`src/rtl/trace_pkg.sv`:
```
// rtl/trace_pkg.sv - shared trace record type for the write-back serializer
package trace_pkg;

    typedef struct packed {
        logic [31:0] pc;
        logic [4:0]  rd;
        logic [31:0] wdata;
    } trace_rec_t;

    localparam int TRACE_REC_W = 69;

endpackage

```
`src/rtl/trace_fifo_2w1r.sv`:
```
// rtl/trace_fifo_2w1r.sv - circular buffer taking 0..2 records per cycle, draining one
module trace_fifo_2w1r
    import trace_pkg::*;
#(
    parameter int DEPTH = 8
) (
    input  logic                       sys_clk,
    input  logic                       resetn,
    input  logic [1:0]                 wr_cnt,
    input  trace_rec_t                 wr_data0,
    input  trace_rec_t                 wr_data1,
    input  logic                       rd_en,
    output trace_rec_t                 rd_data,
    output logic [$clog2(DEPTH):0]     level
);

    localparam int AW = $clog2(DEPTH);
    localparam int LW = AW + 1;

    trace_rec_t    mem [DEPTH];
    logic [AW-1:0] wptr;
    logic [AW-1:0] rptr;

    // Storage is never reset; level alone decides what is valid.
    always_ff @(posedge sys_clk) begin
        if (wr_cnt != 2'd0) begin
            mem[wptr] <= wr_data0;
        end
        if (wr_cnt == 2'd2) begin
            mem[wptr + AW'(1)] <= wr_data1;
        end
    end

    always_ff @(posedge sys_clk) begin
        if (!resetn) begin
            wptr  <= '0;
            rptr  <= '0;
            level <= '0;
        end else begin
            wptr  <= wptr + AW'(wr_cnt);
            if (rd_en) begin
                rptr <= rptr + AW'(1);
            end
            level <= level + LW'(wr_cnt) - LW'(rd_en);
        end
    end

    assign rd_data = mem[rptr];

endmodule

```
`src/rtl/wb_trace_serializer.sv`:
```
// rtl/wb_trace_serializer.sv - merges dual write-back records into one ordered commit stream
module wb_trace_serializer
    import trace_pkg::*;
#(
    parameter int DEPTH     = 8,
    parameter bit FILTER_R0 = 1'b1
) (
    input  logic                   sys_clk,
    input  logic                   resetn,
    input  logic                   wb0_en,
    input  logic [4:0]             wb0_rd,
    input  logic [31:0]            wb0_wdata,
    input  logic [31:0]            wb0_pc,
    input  logic                   wb1_en,
    input  logic [4:0]             wb1_rd,
    input  logic [31:0]            wb1_wdata,
    input  logic [31:0]            wb1_pc,
    output logic                   in_ready,
    output logic                   out_valid,
    output logic [31:0]            out_pc,
    output logic [4:0]             out_rd,
    output logic [31:0]            out_wdata,
    input  logic                   out_ready,
    output logic [$clog2(DEPTH):0] level,
    output logic [31:0]            commit_cnt,
    output logic                   overflow
);

    localparam int LW = $clog2(DEPTH) + 1;

    logic       q0;
    logic       q1;
    logic [1:0] push_cnt;
    logic [1:0] acc_cnt;
    logic       pop;
    trace_rec_t rec0;
    trace_rec_t rec1;
    trace_rec_t first;
    trace_rec_t head;

    assign q0       = wb0_en && (!FILTER_R0 || wb0_rd != 5'd0);
    assign q1       = wb1_en && (!FILTER_R0 || wb1_rd != 5'd0);
    assign push_cnt = {1'b0, q0} + {1'b0, q1};

    // Registered level only, so a same-cycle pop never opens the gate early.
    assign in_ready = (LW'(DEPTH) - level) >= LW'(2);
    assign acc_cnt  = in_ready ? push_cnt : 2'd0;

    assign rec0  = '{pc: wb0_pc, rd: wb0_rd, wdata: wb0_wdata};
    assign rec1  = '{pc: wb1_pc, rd: wb1_rd, wdata: wb1_wdata};
    // A lone slot-1 record still lands at wptr.
    assign first = q0 ? rec0 : rec1;

    assign out_valid = (level != '0);
    assign pop       = out_valid && out_ready;

    trace_fifo_2w1r #(
        .DEPTH (DEPTH)
    ) u_fifo (
        .sys_clk  (sys_clk),
        .resetn   (resetn),
        .wr_cnt   (acc_cnt),
        .wr_data0 (first),
        .wr_data1 (rec1),
        .rd_en    (pop),
        .rd_data  (head),
        .level    (level)
    );

    assign out_pc    = out_valid ? head.pc    : 32'd0;
    assign out_rd    = out_valid ? head.rd    : 5'd0;
    assign out_wdata = out_valid ? head.wdata : 32'd0;

    always_ff @(posedge sys_clk) begin
        if (!resetn) begin
            commit_cnt <= '0;
            overflow   <= 1'b0;
        end else begin
            commit_cnt <= commit_cnt + 32'(acc_cnt);
            if (!in_ready && push_cnt != 2'd0) begin
                overflow <= 1'b1;
            end
        end
    end

endmodule

```
`config.mk`:
```
export PLATFORM = sky130hd
export DESIGN_NAME = wb_trace_serializer
export DESIGN_NICKNAME = d
export VERILOG_FILES = /design/src/rtl/trace_pkg.sv /design/src/rtl/trace_fifo_2w1r.sv /design/src/rtl/wb_trace_serializer.sv
export SDC_FILE = /design/constraint.sdc
export NUM_CORES = 1
export LEC_CHECK = 0
export CORE_MARGIN = 5
export CORE_UTILIZATION = 40
export DETAILED_ROUTE_END_ITERATION = 6
export PLACE_DENSITY = 0.59
export SLEW_MARGIN = 25
export SYNTH_ARGS = -nofsm -noshare
export SYNTH_HDL_FRONTEND = slang
export SYNTH_SLANG_ARGS = --single-unit
```
`constraint.sdc`:
```
create_clock -name sys_clk -period 11.6 [get_ports sys_clk]
set_clock_uncertainty 0.2 [all_clocks]
set_input_delay 1.74 -clock sys_clk [delete_from_list [all_inputs] [get_ports sys_clk]]
set_output_delay 1.74 -clock sys_clk [all_outputs]
set_load 0.05 [all_outputs]
```
# Yosys cells after proc, flatten, opt, wreduce, memory -nomap -nowiden
# Memory sizes are Yosys's and may differ from the RTL's. A register that Yosys moved wholly into a read port is not among the register bits.
# Cells that the tools add are included.
[word_totals]
regBits = 43
n_memories = 1
output_inout_bits = 108
input_bits = 143
elab_cells = 37
mem_bits_rw = 552
[memory_table]
columns = ["memory", "words", "width", "rd", "rd_clocked_by_memory_dff", "wr", "line", "text"]
rows = [
  ["u_fifo.mem", 8, 69, 1, 1, 2, "trace_fifo_2w1r.sv:20", "trace_rec_t mem [DEPTH];"],
]
[op_classes]
n_mux = 11
n_reduce_logical = 10
addsub = 8
n_eq_ne = 1
magnitude_cmp = 1
[op_table]
columns = ["cell", "count"]
rows = [
  ["69-bit two-way mux", 1],
  ["32-bit two-way mux", 2],
  ["32-bit by 2-bit adder with 32-bit output", 1],
  ["5-bit nonzero test", 2],
  ["3-bit by 1-bit adder with 3-bit output, second input constant", 2],
  ["3-bit two-way mux", 2],
  ["5-bit two-way mux", 1],
  ["4-bit by 2-bit adder with 4-bit output", 1],
  ["4-bit by 2-bit >= comparator with 1-bit output, second input constant", 1],
  ["1-bit logical AND", 4],
  ["1-bit two-way mux", 4],
  ["2-bit nonzero test", 2],
  ["4-bit nonzero test", 1],
  ["4-bit by 1-bit subtractor with 4-bit output", 1],
  ["4-bit subtractor, first input constant", 1],
  ["3-bit by 2-bit adder with 3-bit output", 1],
  ["1-bit by 1-bit adder with 2-bit output", 1],
  ["2-bit equality test, second input constant", 1],
  ["2-bit two-way mux", 1],
  ["1-bit logical NOT", 1],
]

# Logic depth before layout (Yosys ltp)
[logic_depth]
depth_word = 7
depth_mapped = 14
mapped_depth_nobuf = 12

# By module
# Synthesis repeated with hierarchy kept, for this count alone.
[hier_totals]
cells_unflattened = 1859
hier_area_um2 = 30973.5
[by_module_without_submodules]
columns = ["module", "area_each_um2", "n_inst", "cells_per_inst", "seq_area_each_um2"]
rows = [
  ["trace_fifo_2w1r", 27961.8, 1, 1490, 16836.1],
  ["wb_trace_serializer", 3011.6, 1, 369, 660.6],
]

# Least setup slack after synthesis
# OpenSTA, ideal clock, no wires.
[synth_path]
path_type = "input to register"
from = "input wb0_rd[4]"
to = "memory u_fifo.mem[1][0] (netlist name), enable pin"
setup_time_ns = 0.591
required_ns = 10.809
cell_stages = 7
slack_ns = 2.580
arrival_ns = 8.228
path_cell_list = "or4_1 > o21ai_4 > buf_6 > ha_1 > nor2_1 > or3_1 > o21ai_0"
[synth_lines]
columns = ["item", "line", "text"]
rows = [
  ["start: declaration", "wb_trace_serializer.sv:11", "input logic [4:0] wb0_rd,"],
  ["end: declaration", "trace_fifo_2w1r.sv:20", ""],
]

==> impl_results.md <==
* Main combinational cell family by area after synthesis: multiplexers
* Unrepaired setup endpoints after global routing: no
* Number of routed nets with antenna violations at 0
* Cell breakdown of the critical path: clkdlybuf4s50_1 -> or4_1 -> o21ai_4 -> buf_4 -> ha_1 -> or3b_2 -> nor2_1 -> and3_4 -> o21bai_4 -> buf_4
* Comb power frac at 0.385
* Fmax at about 0.16 GHz
* Family with the most delay on the worst path: simple AND/OR/NAND/NOR gates
* Count of TritonRoute iterations in the first routing pass at 5
* Root buffer cell: clkbuf_16
* WL/cell at between 20 and 30 um
* Chip height at ~290 um
* Synth Area in Compound Gates at 0.0106
* Initial antenna violation count at 3
* Worst setup EP type: register
* Power Density at roughly 220 nW/um^2
* Post-Synth Simple-Gate Area at 0.0320
* Xor and xnor area share after synthesis at 0.00477
* Reg clk slew, reported paths at approximately 60 ps
* Largest net degree at the start of global routing at between 100 and 150
* Yosys reg bits at between 500 and 600
* Dominant cells by area after synthesis: edfxtp_1, mux2_2, mux4_2
* Psw at slightly below 3 mW
* Slowest-stage cell, CP: buf_4
* Maximum buffer depth of the clock tree at 3
* Clock power share at 0.259
* Arrival time worst endpoint at approximately 6500 ps
* Worst VDD drop at about 0.16 mV
* Sw Ratio at 0.362
* Leak at between 10 and 15 nW
* Initial core utilization at 0.403
* Ports at 251
* Measured slew at the worst slew-check pin at 1070 ps
* Util after Layout at 0.475
* Syn_nets at roughly 2000
* Largest area contributor in the synthesized netlist: edfxtp_1
* Full die area at 83700 um^2
* Sequential share of the synthesized area at 0.561
* CP Buf/Inv Count at 3
* Period Utilization, post-route at 0.556
* Synthesis warning total at 0
* Final Max Slew Viols at 0
* First-pass GRT wire length at approximately 120 mm
* Hold Slack at roughly 270 ps
* CTS buffer count at 68
* Mux cell area share after synthesis at 0.355
* Via count at roughly 18000
* H-tree lvl count at 3
* Hold-fix buffers, CTS at 0
* # clock sinks at approximately 600
* Max-Cap Viols at 0
* Clk Latency, worst-skew pair at around 600 ps
* Sum of negative setup slack at 0 ps
* Post-CTS Resized at 0
* Final hold violation count at 0
* CP required at 11610 ps
* DRC Markers at 0
* Final-report setup violation count at 0
* Flop pwr share at 0.356
* Syn Area/Cell at between 15 and 20 um^2
* Syn Std Cell Area at 31200 um^2
* Layout cells sized above 1 at 0.419
* WL final at roughly 83 mm
* Width of the die at between 200 and 300 um
* Slowest stage delay, CP at 830 ps
* Relative slew slack at 0.285
* Most frequent CP cell: buf_4
* Adder and majority cell fraction of the synthesized area at 0.00794
* CP Class: in2reg
* Final net count at roughly 2200
* Port-buffer cells at between 200 and 300
* Worst-path fanout max at between 50 and 60
* Synthesized instance count at ~1900
* P&R area growth vs syn at 17.9%
* Standard-cell rows at roughly 100
* CP Launch Type: input pin
* Hold Path Class: reg2reg
* Status: complete, no violations
* Final Critical Period at approximately 6500 ps
* Hpwl dp at 49.1 mm
* Drt via density at around 5.6
* GPL Wtd Cong at ~0.77
* Vias in the first global route at about 19000
* Share of the synthesized area in the top cell type at 0.531
* GRT Util Overall at 0.196
* Synth cell types at 45
* Setup bufs post-CTS at 0
* P_int at approximately 5.2 mW
* Core Area at approximately 77000 um^2
* GRT overflow at 0
* CTS tree: built
* Initial DRC count at between 1000 and 1500
==> synth_stat cells (all sizes together) <==
cell,n
a21oi,16
o31ai,9
nand2,20
nor4,4
o21ai,15
buf,84
and4,4
ha,15
o311ai,2
o31a,1
a21o,2
nand3b,5
o21bai,2
and2,8
nand4,10
o211ai,1
o21a,2
mux2i,73
xor2,11
and4b,1
and3,6
edfxtp,552
nand3,12
o41ai,2
nor2,97
inv,18
mux4,138
or3,8
xnor2,6
dfxtp,46
fa,3
nand2b,6
mux2,621
clkbuf,45
or4,12
or3b,1
==> registers in the layout, indices dropped and copies added, names as in the netlist, named ones only <==
signal,cells
u_fifo.rptr,3
overflow,1
u_fifo.mem,552
commit_cnt,32
u_fifo.wptr,3
u_fifo.level,4
==> kinds of logic after synthesis <==
kind of cell / count (synthesis)
compound gates: 52
xor+xnor: 17
fa+ha+maj: 18
buf+inv: 147
flops: 598
mux: 832
simple gates: 194
==> metal layers <==
metal  track usage  vias to the layer above  share of wire
li1              -                     7879              -
met4        0.0480                        0          0.019
met2         0.348                      403           0.52
met3        0.0301                       95          0.046
met1         0.254                     9461           0.42
met5             0                        -              0
==> layout by cell type (no fill, tap or decap), types with 5 or more instances in the layout <==
cell / instances
mux2_2: 543
nand3_1: 10
clkdlybuf4s50_1: 250
nor2_1: 97
nand4_1: 9
xnor2_1: 6
clkinv_1: 13
buf_4: 28
nand2_1: 20
o31ai_1: 9
and2_1: 7
mux2i_1: 73
o21ai_4: 7
ha_1: 15
a21oi_1: 16
clkinv_2: 10
clkbuf_16: 68
o21ai_0: 8
or4_1: 12
dfxtp_1: 43
bufinv_16: 5
xor2_1: 11
mux4_2: 138
edfxtp_1: 552
or3_1: 8
mux2_4: 64
clkbuf_1: 15
nand2b_1: 6
mux2_1: 14
inv_1: 17
==> power by group through the flow <==
| stage | sequential (mW) | combinational, mW | clock [mW] |
|---|---|---|---|
| after floorplan | 3.00 | 2.08 | 0 |
| after global placement | 2.95 | 3.13 | 0 |
| after detailed placement | 2.96 | 3.17 | 0 |
| after CTS | 2.92 | 3.18 | 2.17 |
| after global routing | 2.94 | 3.34 | 2.25 |
| final | 2.91 | 3.15 | 2.12 |
==> path summary, 6_finish.rpt <==
kind,start,end,slack [ps],depth (start not counted)
worst min-delay path,commit_cnt[31],commit_cnt[31],270,2
worst max register to register,u_fifo.level[0],commit_cnt[31],7320,11
worst max-delay path,wb0_rd[4],u_fifo.mem[4][64],5150,10
worst min register to register,commit_cnt[31],commit_cnt[31],270,2
==> worst min-delay path: stages (launching register included) <==
cell	delay, ps
dfxtp_1	320
nand2_1	50
mux2i_1	50
==> area by class of cell <==
class / instances / area [um^2]
fill: 6652 / 40700
sequential: 598 / 17500
multi-input combinational: 1113 / 12900
timing repair buffer: 284 / 2850
clock buffer: 85 / 1790
tap: 1040 / 1300
clock inverter: 38 / 382
inverter: 18 / 67.6
antenna: 1 / 2.50
==> metrics by stage <==
| step | instance area (um^2) | power (mW) | setup WS (ps) | cells |
|---|---|---|---|---|
| 6_report | 36800 | 8.18 | 5150 | 3177 |
| 5_1_grt | 36800 | 8.53 | 4950 | 3177 |
| 4_1_cts | 36700 | 8.27 | 5120 | 3172 |
| 3_5_place_dp | 34500 | 6.13 | 4490 | 3049 |
| 3_3_place_gp | 34500 | 6.08 | 4540 | 3048 |
| 2_1_floorplan | 31200 | 5.08 | 2580 | 1858 |
Note: power is estimated with default switching activity, not from simulation.
